`src/rtl/uart_mm_csr.sv`:
```
// Avalon-MM CSR slave for the UART: TX/RX byte FIFOs, status/level/ctrl registers and
// a level interrupt. All state uses a synchronous active-high reset.
module uart_mm_csr #(
    parameter int unsigned DATA_W   = 8,
    parameter int unsigned BUS_W    = 32,
    parameter int unsigned TX_DEPTH = 16,
    parameter int unsigned RX_DEPTH = 16
) (
    input  logic              clk_i,
    input  logic              srst_i,
    input  logic [2:0]        avs_address_i,
    input  logic              avs_read_i,
    input  logic              avs_write_i,
    input  logic [BUS_W-1:0]  avs_writedata_i,
    output logic [BUS_W-1:0]  avs_readdata_o,
    output logic              avs_readdatavalid_o,
    output logic [DATA_W-1:0] tx_data_o,
    output logic              tx_valid_o,
    input  logic              tx_ready_i,
    input  logic [DATA_W-1:0] rx_data_i,
    input  logic              rx_valid_i,
    output logic              irq_o
);

    localparam int unsigned TX_AW = $clog2(TX_DEPTH);
    localparam int unsigned RX_AW = $clog2(RX_DEPTH);
    localparam int unsigned TX_LW = TX_AW + 1;
    localparam int unsigned RX_LW = RX_AW + 1;
    localparam logic [TX_LW-1:0] TX_FULL_LVL = TX_LW'(TX_DEPTH);
    localparam logic [RX_LW-1:0] RX_FULL_LVL = RX_LW'(RX_DEPTH);

    logic [DATA_W-1:0] tx_mem_q [TX_DEPTH];
    logic [DATA_W-1:0] rx_mem_q [RX_DEPTH];
    logic [TX_AW-1:0]  tx_wptr_q, tx_wptr_d, tx_rptr_q, tx_rptr_d;
    logic [RX_AW-1:0]  rx_wptr_q, rx_wptr_d, rx_rptr_q, rx_rptr_d;
    logic [TX_LW-1:0]  tx_level_q, tx_level_d;
    logic [RX_LW-1:0]  rx_level_q, rx_level_d;
    logic              tx_ovf_q, tx_ovf_d, rx_ovf_q, rx_ovf_d;
    logic [2:0]        ctrl_q, ctrl_d;
    logic [BUS_W-1:0]  rdata_q, rdata_d;
    logic              rvalid_q;

    logic tx_empty, tx_full, rx_empty, rx_full;
    logic wr_txdata, wr_ctrl, wr_clear, rd_rxdata;
    logic tx_push, tx_pop, tx_flush, rx_push, rx_pop, rx_flush;
    logic [5:0]  status;
    logic [31:0] level_word;
    logic        unused_wdata;

    assign unused_wdata = ^avs_writedata_i;

    assign tx_empty = (tx_level_q == '0);
    assign tx_full  = (tx_level_q == TX_FULL_LVL);
    assign rx_empty = (rx_level_q == '0);
    assign rx_full  = (rx_level_q == RX_FULL_LVL);

    assign wr_txdata = avs_write_i && (avs_address_i == 3'd0);
    assign wr_ctrl   = avs_write_i && (avs_address_i == 3'd3);
    assign wr_clear  = avs_write_i && (avs_address_i == 3'd5);
    assign rd_rxdata = avs_read_i && (avs_address_i == 3'd2);

    assign tx_valid_o = ctrl_q[0] & ~tx_empty;
    assign tx_data_o  = tx_mem_q[tx_rptr_q];

    // Full/empty come from pre-edge state, so a pop never makes room for a same-cycle push.
    assign tx_push  = wr_txdata & ~tx_full;
    assign tx_pop   = tx_valid_o & tx_ready_i;
    assign tx_flush = wr_clear & avs_writedata_i[2];
    assign rx_push  = rx_valid_i & ~rx_full;
    assign rx_pop   = rd_rxdata & ~rx_empty;
    assign rx_flush = wr_clear & avs_writedata_i[3];

    assign status     = {rx_ovf_q, tx_ovf_q, rx_full, ~rx_empty, tx_full, tx_empty};
    assign level_word = {16'(rx_level_q), 16'(tx_level_q)};

    always_comb begin
        tx_wptr_d  = tx_wptr_q;
        tx_rptr_d  = tx_rptr_q;
        tx_level_d = tx_level_q;
        if (tx_push) tx_wptr_d = tx_wptr_q + TX_AW'(1);
        if (tx_pop)  tx_rptr_d = tx_rptr_q + TX_AW'(1);
        case ({tx_push, tx_pop})
            2'b10:   tx_level_d = tx_level_q + TX_LW'(1);
            2'b01:   tx_level_d = tx_level_q - TX_LW'(1);
            default: tx_level_d = tx_level_q;
        endcase
        if (tx_flush) begin
            tx_wptr_d  = '0;
            tx_rptr_d  = '0;
            tx_level_d = '0;
        end
    end

    always_comb begin
        rx_wptr_d  = rx_wptr_q;
        rx_rptr_d  = rx_rptr_q;
        rx_level_d = rx_level_q;
        if (rx_push) rx_wptr_d = rx_wptr_q + RX_AW'(1);
        if (rx_pop)  rx_rptr_d = rx_rptr_q + RX_AW'(1);
        case ({rx_push, rx_pop})
            2'b10:   rx_level_d = rx_level_q + RX_LW'(1);
            2'b01:   rx_level_d = rx_level_q - RX_LW'(1);
            default: rx_level_d = rx_level_q;
        endcase
        if (rx_flush) begin
            rx_wptr_d  = '0;
            rx_rptr_d  = '0;
            rx_level_d = '0;
        end
    end

    // Clear first, then set, so a same-cycle overflow beats the CLEAR.
    always_comb begin
        tx_ovf_d = tx_ovf_q;
        rx_ovf_d = rx_ovf_q;
        if (wr_clear && avs_writedata_i[0]) tx_ovf_d = 1'b0;
        if (wr_clear && avs_writedata_i[1]) rx_ovf_d = 1'b0;
        if (wr_txdata && tx_full)           tx_ovf_d = 1'b1;
        if (rx_valid_i && rx_full)          rx_ovf_d = 1'b1;
        ctrl_d = wr_ctrl ? avs_writedata_i[2:0] : ctrl_q;
    end

    always_comb begin
        rdata_d = rdata_q;
        if (avs_read_i) begin
            case (avs_address_i)
                3'd1:    rdata_d = BUS_W'(status);
                3'd2:    rdata_d = rx_empty ? '0 : BUS_W'(rx_mem_q[rx_rptr_q]);
                3'd3:    rdata_d = BUS_W'(ctrl_q);
                3'd4:    rdata_d = BUS_W'(level_word);
                default: rdata_d = '0;
            endcase
        end
    end

    always_ff @(posedge clk_i) begin
        if (srst_i) begin
            tx_wptr_q  <= '0;
            tx_rptr_q  <= '0;
            tx_level_q <= '0;
            rx_wptr_q  <= '0;
            rx_rptr_q  <= '0;
            rx_level_q <= '0;
            tx_ovf_q   <= 1'b0;
            rx_ovf_q   <= 1'b0;
            ctrl_q     <= '0;
            rdata_q    <= '0;
            rvalid_q   <= 1'b0;
        end else begin
            tx_wptr_q  <= tx_wptr_d;
            tx_rptr_q  <= tx_rptr_d;
            tx_level_q <= tx_level_d;
            rx_wptr_q  <= rx_wptr_d;
            rx_rptr_q  <= rx_rptr_d;
            rx_level_q <= rx_level_d;
            tx_ovf_q   <= tx_ovf_d;
            rx_ovf_q   <= rx_ovf_d;
            ctrl_q     <= ctrl_d;
            rdata_q    <= rdata_d;
            rvalid_q   <= avs_read_i;
        end
    end

    // Storage needs no reset; the levels alone decide what is valid.
    always_ff @(posedge clk_i) begin
        if (tx_push) tx_mem_q[tx_wptr_q] <= avs_writedata_i[DATA_W-1:0];
        if (rx_push) rx_mem_q[rx_wptr_q] <= rx_data_i;
    end

    assign avs_readdata_o      = rdata_q;
    assign avs_readdatavalid_o = rvalid_q;
    assign irq_o = (ctrl_q[1] & ~rx_empty) | (ctrl_q[2] & tx_empty);

endmodule
```
`config.mk`:
```
export PLATFORM = sky130hd
export DESIGN_NAME = uart_mm_csr
export DESIGN_NICKNAME = d
export VERILOG_FILES = /design/src/rtl/uart_mm_csr.sv
export SDC_FILE = /design/constraint.sdc
export NUM_CORES = 1
export LEC_CHECK = 0
export BUFFER_PORTS_ARGS = -buffer_cell sky130_fd_sc_hd__buf_2
export CAP_MARGIN = 20
export CORE_UTILIZATION = 55
export DETAILED_ROUTE_END_ITERATION = 8
export PLACE_DENSITY = 0.74
export SYNTH_ARGS = -nofsm -noshare
export SYNTH_HDL_FRONTEND = slang
export SYNTH_SLANG_ARGS = --single-unit
```
`constraint.sdc`:
```
create_clock -name clk_i -period 3.5 [get_ports clk_i]
set_clock_uncertainty 0.15 [all_clocks]
set_input_delay 0.175 -clock clk_i [delete_from_list [all_inputs] [get_ports clk_i]]
set_output_delay 0.175 -clock clk_i [all_outputs]
set_load 0.01 [all_outputs]
```
==> impl_metrics.json <==
{
  "holdCritPathClass": "input port to flop",
  "rows": 54,
  "synth.cell_area_mm2": 0.0125,
  "drtPass1Iterations": 9,
  "dp.cells": 1020,
  "tightest_slew_ns": 0.889,
  "cts_tree": "done",
  "overflow": 0,
  "yosysWarnings": 0,
  "antenna-diode-count": 0,
  "clk_transition_reported_paths_ns": 0.06,
  "route.met2.wl_mm": 12.2,
  "ys_async_sr_fraction_pct": 0,
  "yosysSeqAreaShare_pct": 70.2,
  "crit_path_frequent_cell": "mux4_2",
  "crit_buf_inv": 2,
  "gp_congestion": 0.810,
  "htreeDepth": 1,
  "drc": 1,
  "min_period_over_period_pct": 86.8,
  "grt_pass1_vias": 6731,
  "dieHeight_um": 153,
  "met3_wirelength_um": 950,
  "grt_pass1_wl_mm": 37.4,
  "syn2layout_area_growth_pct": 13.8,
  "critPathMaxStageDelay_ns": 0.71,
  "worstPathArrival_ns": 2.71,
  "ys.flop_type": "edfxtp_1",
  "totalWireLength_mm": 23.4,
  "wl_per_cell_um": 21.2,
  "avgSynthCellArea_um2": 17.5,
  "highest_layer": "met4",
  "synth-edff-count": 256,
  "layout.nets": 867,
  "synth_top_area_share_pct": 61.7,
  "die_w_um": 153,
  "grt_max_degree": 33,
  "cp_cell_sequence": "buf_12, mux4_2, mux4_2, buf_2",
  "nFillCells": 1506,
  "required_ns": 3.17,
  "synth_cells": 714,
  "ant_nets": 0,
  "maxCapViolCount": 0,
  "yosys-top-cells-area": "edfxtp_1 (62%), mux4_2 (13%), dfxtp_1 (8.5%)",
  "worstSetupPathType": "flop to primary output",
  "core_mm2": 0.0220,
  "post_drt_via_cell_ratio": 5.82,
  "crit_family": "multiplexers",
  "place_ws_ns": 0.461,
  "grt.total_usage_pct": 21.0,
  "synth-seq-cells": 309,
  "power.total_mw": 7.34,
  "cp-end-kind": "primary output",
  "fin_cells": 1105,
  "violations": "DRC",
  "fin_crit_ns": 3.04,
  "vias": 6436,
  "hold_viol": 0,
  "synth_cell_types": 56,
  "slew_viol_final": 0,
  "cts_root_buffer": "clkbuf_16",
  "start_util_pct": 56.6,
  "portBuffers": 48,
  "pin_count": 92,
  "vdd_drop_max_uv": 427,
  "insertion_delay_ns": 0.56,
  "final_area_mm2": 0.0142,
  "place_area_mm2": 0.0129,
  "synth_top_area_cell": "edfxtp_1",
  "dieArea_mm2": 0.0233,
  "outcome": "finished, violations left",
  "relSlewSlack_pct": 40.5,
  "power.leakage_nw": 4.70,
  "antenna_found_initial": 0,
  "cts_sinks": 309,
  "cts.path.max_buffers": 3,
  "dp_hpwl_mm": 15.5,
  "grt_setup_unrepaired": "no",
  "cts_buffers": 31,
  "drt_iter0_markers": 488,
  "cellPowerDensity_mw_per_mm2": 518,
  "final_layout_size_suffix_gt1_share_pct": 23.6,
  "setup-tns-final_ns": 0,
  "wl_met1_mm": 9.59,
  "fin_ws_ns": 0.462,
  "worstPathMaxFanout": 18,
  "fmax_ghz": 0.329,
  "cp-start-kind": "flop",
  "finalSetupViolCount": 0,
  "cts_resized": 0,
  "cpMaxStageDelayCell": "dfxtp_2"
}
## state kept, by name (all words and copies together) (netlist names), 5 cells and up, named ones only
register        count
tx_mem_q          128
rx_level_q          5
rx_mem_q          128
avs_readdata_o     13
tx_level_q          5
## cell type report
cell class | count | area (um2) | area share [%]
multi-input combinational | 357 | 3430 | 24.2
tap | 280 | 350 | 2.47
inverter | 12 | 45.0 | 0.318
clock buffer | 39 | 867 | 6.11
sequential | 309 | 8750 | 61.7
timing repair buffer | 90 | 638 | 4.50
clock inverter | 18 | 97.6 | 0.688
## through the flow
| stage | utilization, % | hold WS (ns) |
|---|---|---|
| final | 64.4 | 0.0626 |
| after CTS | 64.4 | 0.0347 |
| after global placement | 58.7 | 0.320 |
| after global routing | 64.4 | 0.0766 |
| after floorplan | - | 0.124 |
| after detailed placement | 58.7 | 0.334 |
## cell usage in the layout, fill, tap and decap left out, drive strengths merged, types with 3 or more instances in the layout
cell,count
a21o,5
a21oi,17
a221oi,7
a222oi,3
a22o,13
a22oi,6
and2,3
buf,62
clkbuf,39
clkinv,13
clkinvlp,3
conb,19
dfxtp,53
dlygate4sd3,28
edfxtp,256
ha,16
inv,14
mux2i,8
mux4,72
nand2,25
nand2b,7
nand3,4
nand4,5
nor2,77
nor2b,7
nor3,8
o21ai,10
xnor2,6
xor2,13
## timing repair
item / 4_1_cts / 5_1_grt
buffers inserted: 0 / 0
hold buffers: 28 / 0
endpoints found under the hold margin: 275 / 0
## worst min-delay path: cells and delay by family
family | cells | cell delay [ns]
AOI/OAI and AO/OA | 2 | 0.16
buffers and inverters | 1 | 0.08
and+or+nand+nor | 2 | 0.28
## logic make-up (layout without fill, tap and decap cells)
| logic type | count (synthesis) | after routing | share of synthesized area (%) |
|---|---|---|---|
| simple gates | 145 | 145 | 5.43 |
| buf+inv | 66 | 159 | 2.79 |
| mux | 82 | 82 | 13.9 |
| compound gates | 75 | 75 | 4.57 |
| other cells | 1 | 19 | 0.0301 |
| flops | 309 | 309 | 70.2 |
| xor+xnor | 19 | 19 | 1.34 |
| fa+ha+maj | 17 | 17 | 1.77 |
## final timing paths
| check | start | slack, ns | to | depth (start not counted) |
|---|---|---|---|---|
| max | flop | 0.46 | tx_data_o[4] | 4 |
| min | tx_ready_i | 0.06 | tx_rptr_q[1] | 5 |
| max reg2reg | tx_level_q[1] | 0.52 | tx_level_q[2] | 10 |
| min reg2reg | avs_readdata_o[6] | 0.34 | avs_readdata_o[6] | 2 |
## synth_stat cells (all sizes together), types with 10 or more instances
| master | number |
|---|---|
| a21oi | 17 |
| a22o | 13 |
| buf | 42 |
| clkbuf | 12 |
| dfxtp | 53 |
| edfxtp | 256 |
| ha | 16 |
| inv | 12 |
| mux4 | 72 |
| nand2 | 25 |
| nor2 | 77 |
| o21ai | 10 |
| xor2 | 13 |
## power breakdown
group | internal, mW | switching, mW | total, mW
clock | 1.75 | 1.32 | 3.07
sequential | 4.01 | 0.0217 | 4.03
combinational | 0.0966 | 0.150 | 0.247
total | 5.85 | 1.49 | 7.34
## routing by layer
metal	track usage [%]	vias to the layer above
li1	-	2949
met1	26.9	3256
met2	37.3	179
met3	2.73	52
met4	6.69	0
met5	0	-
Power figures use the tool's default switching activity.
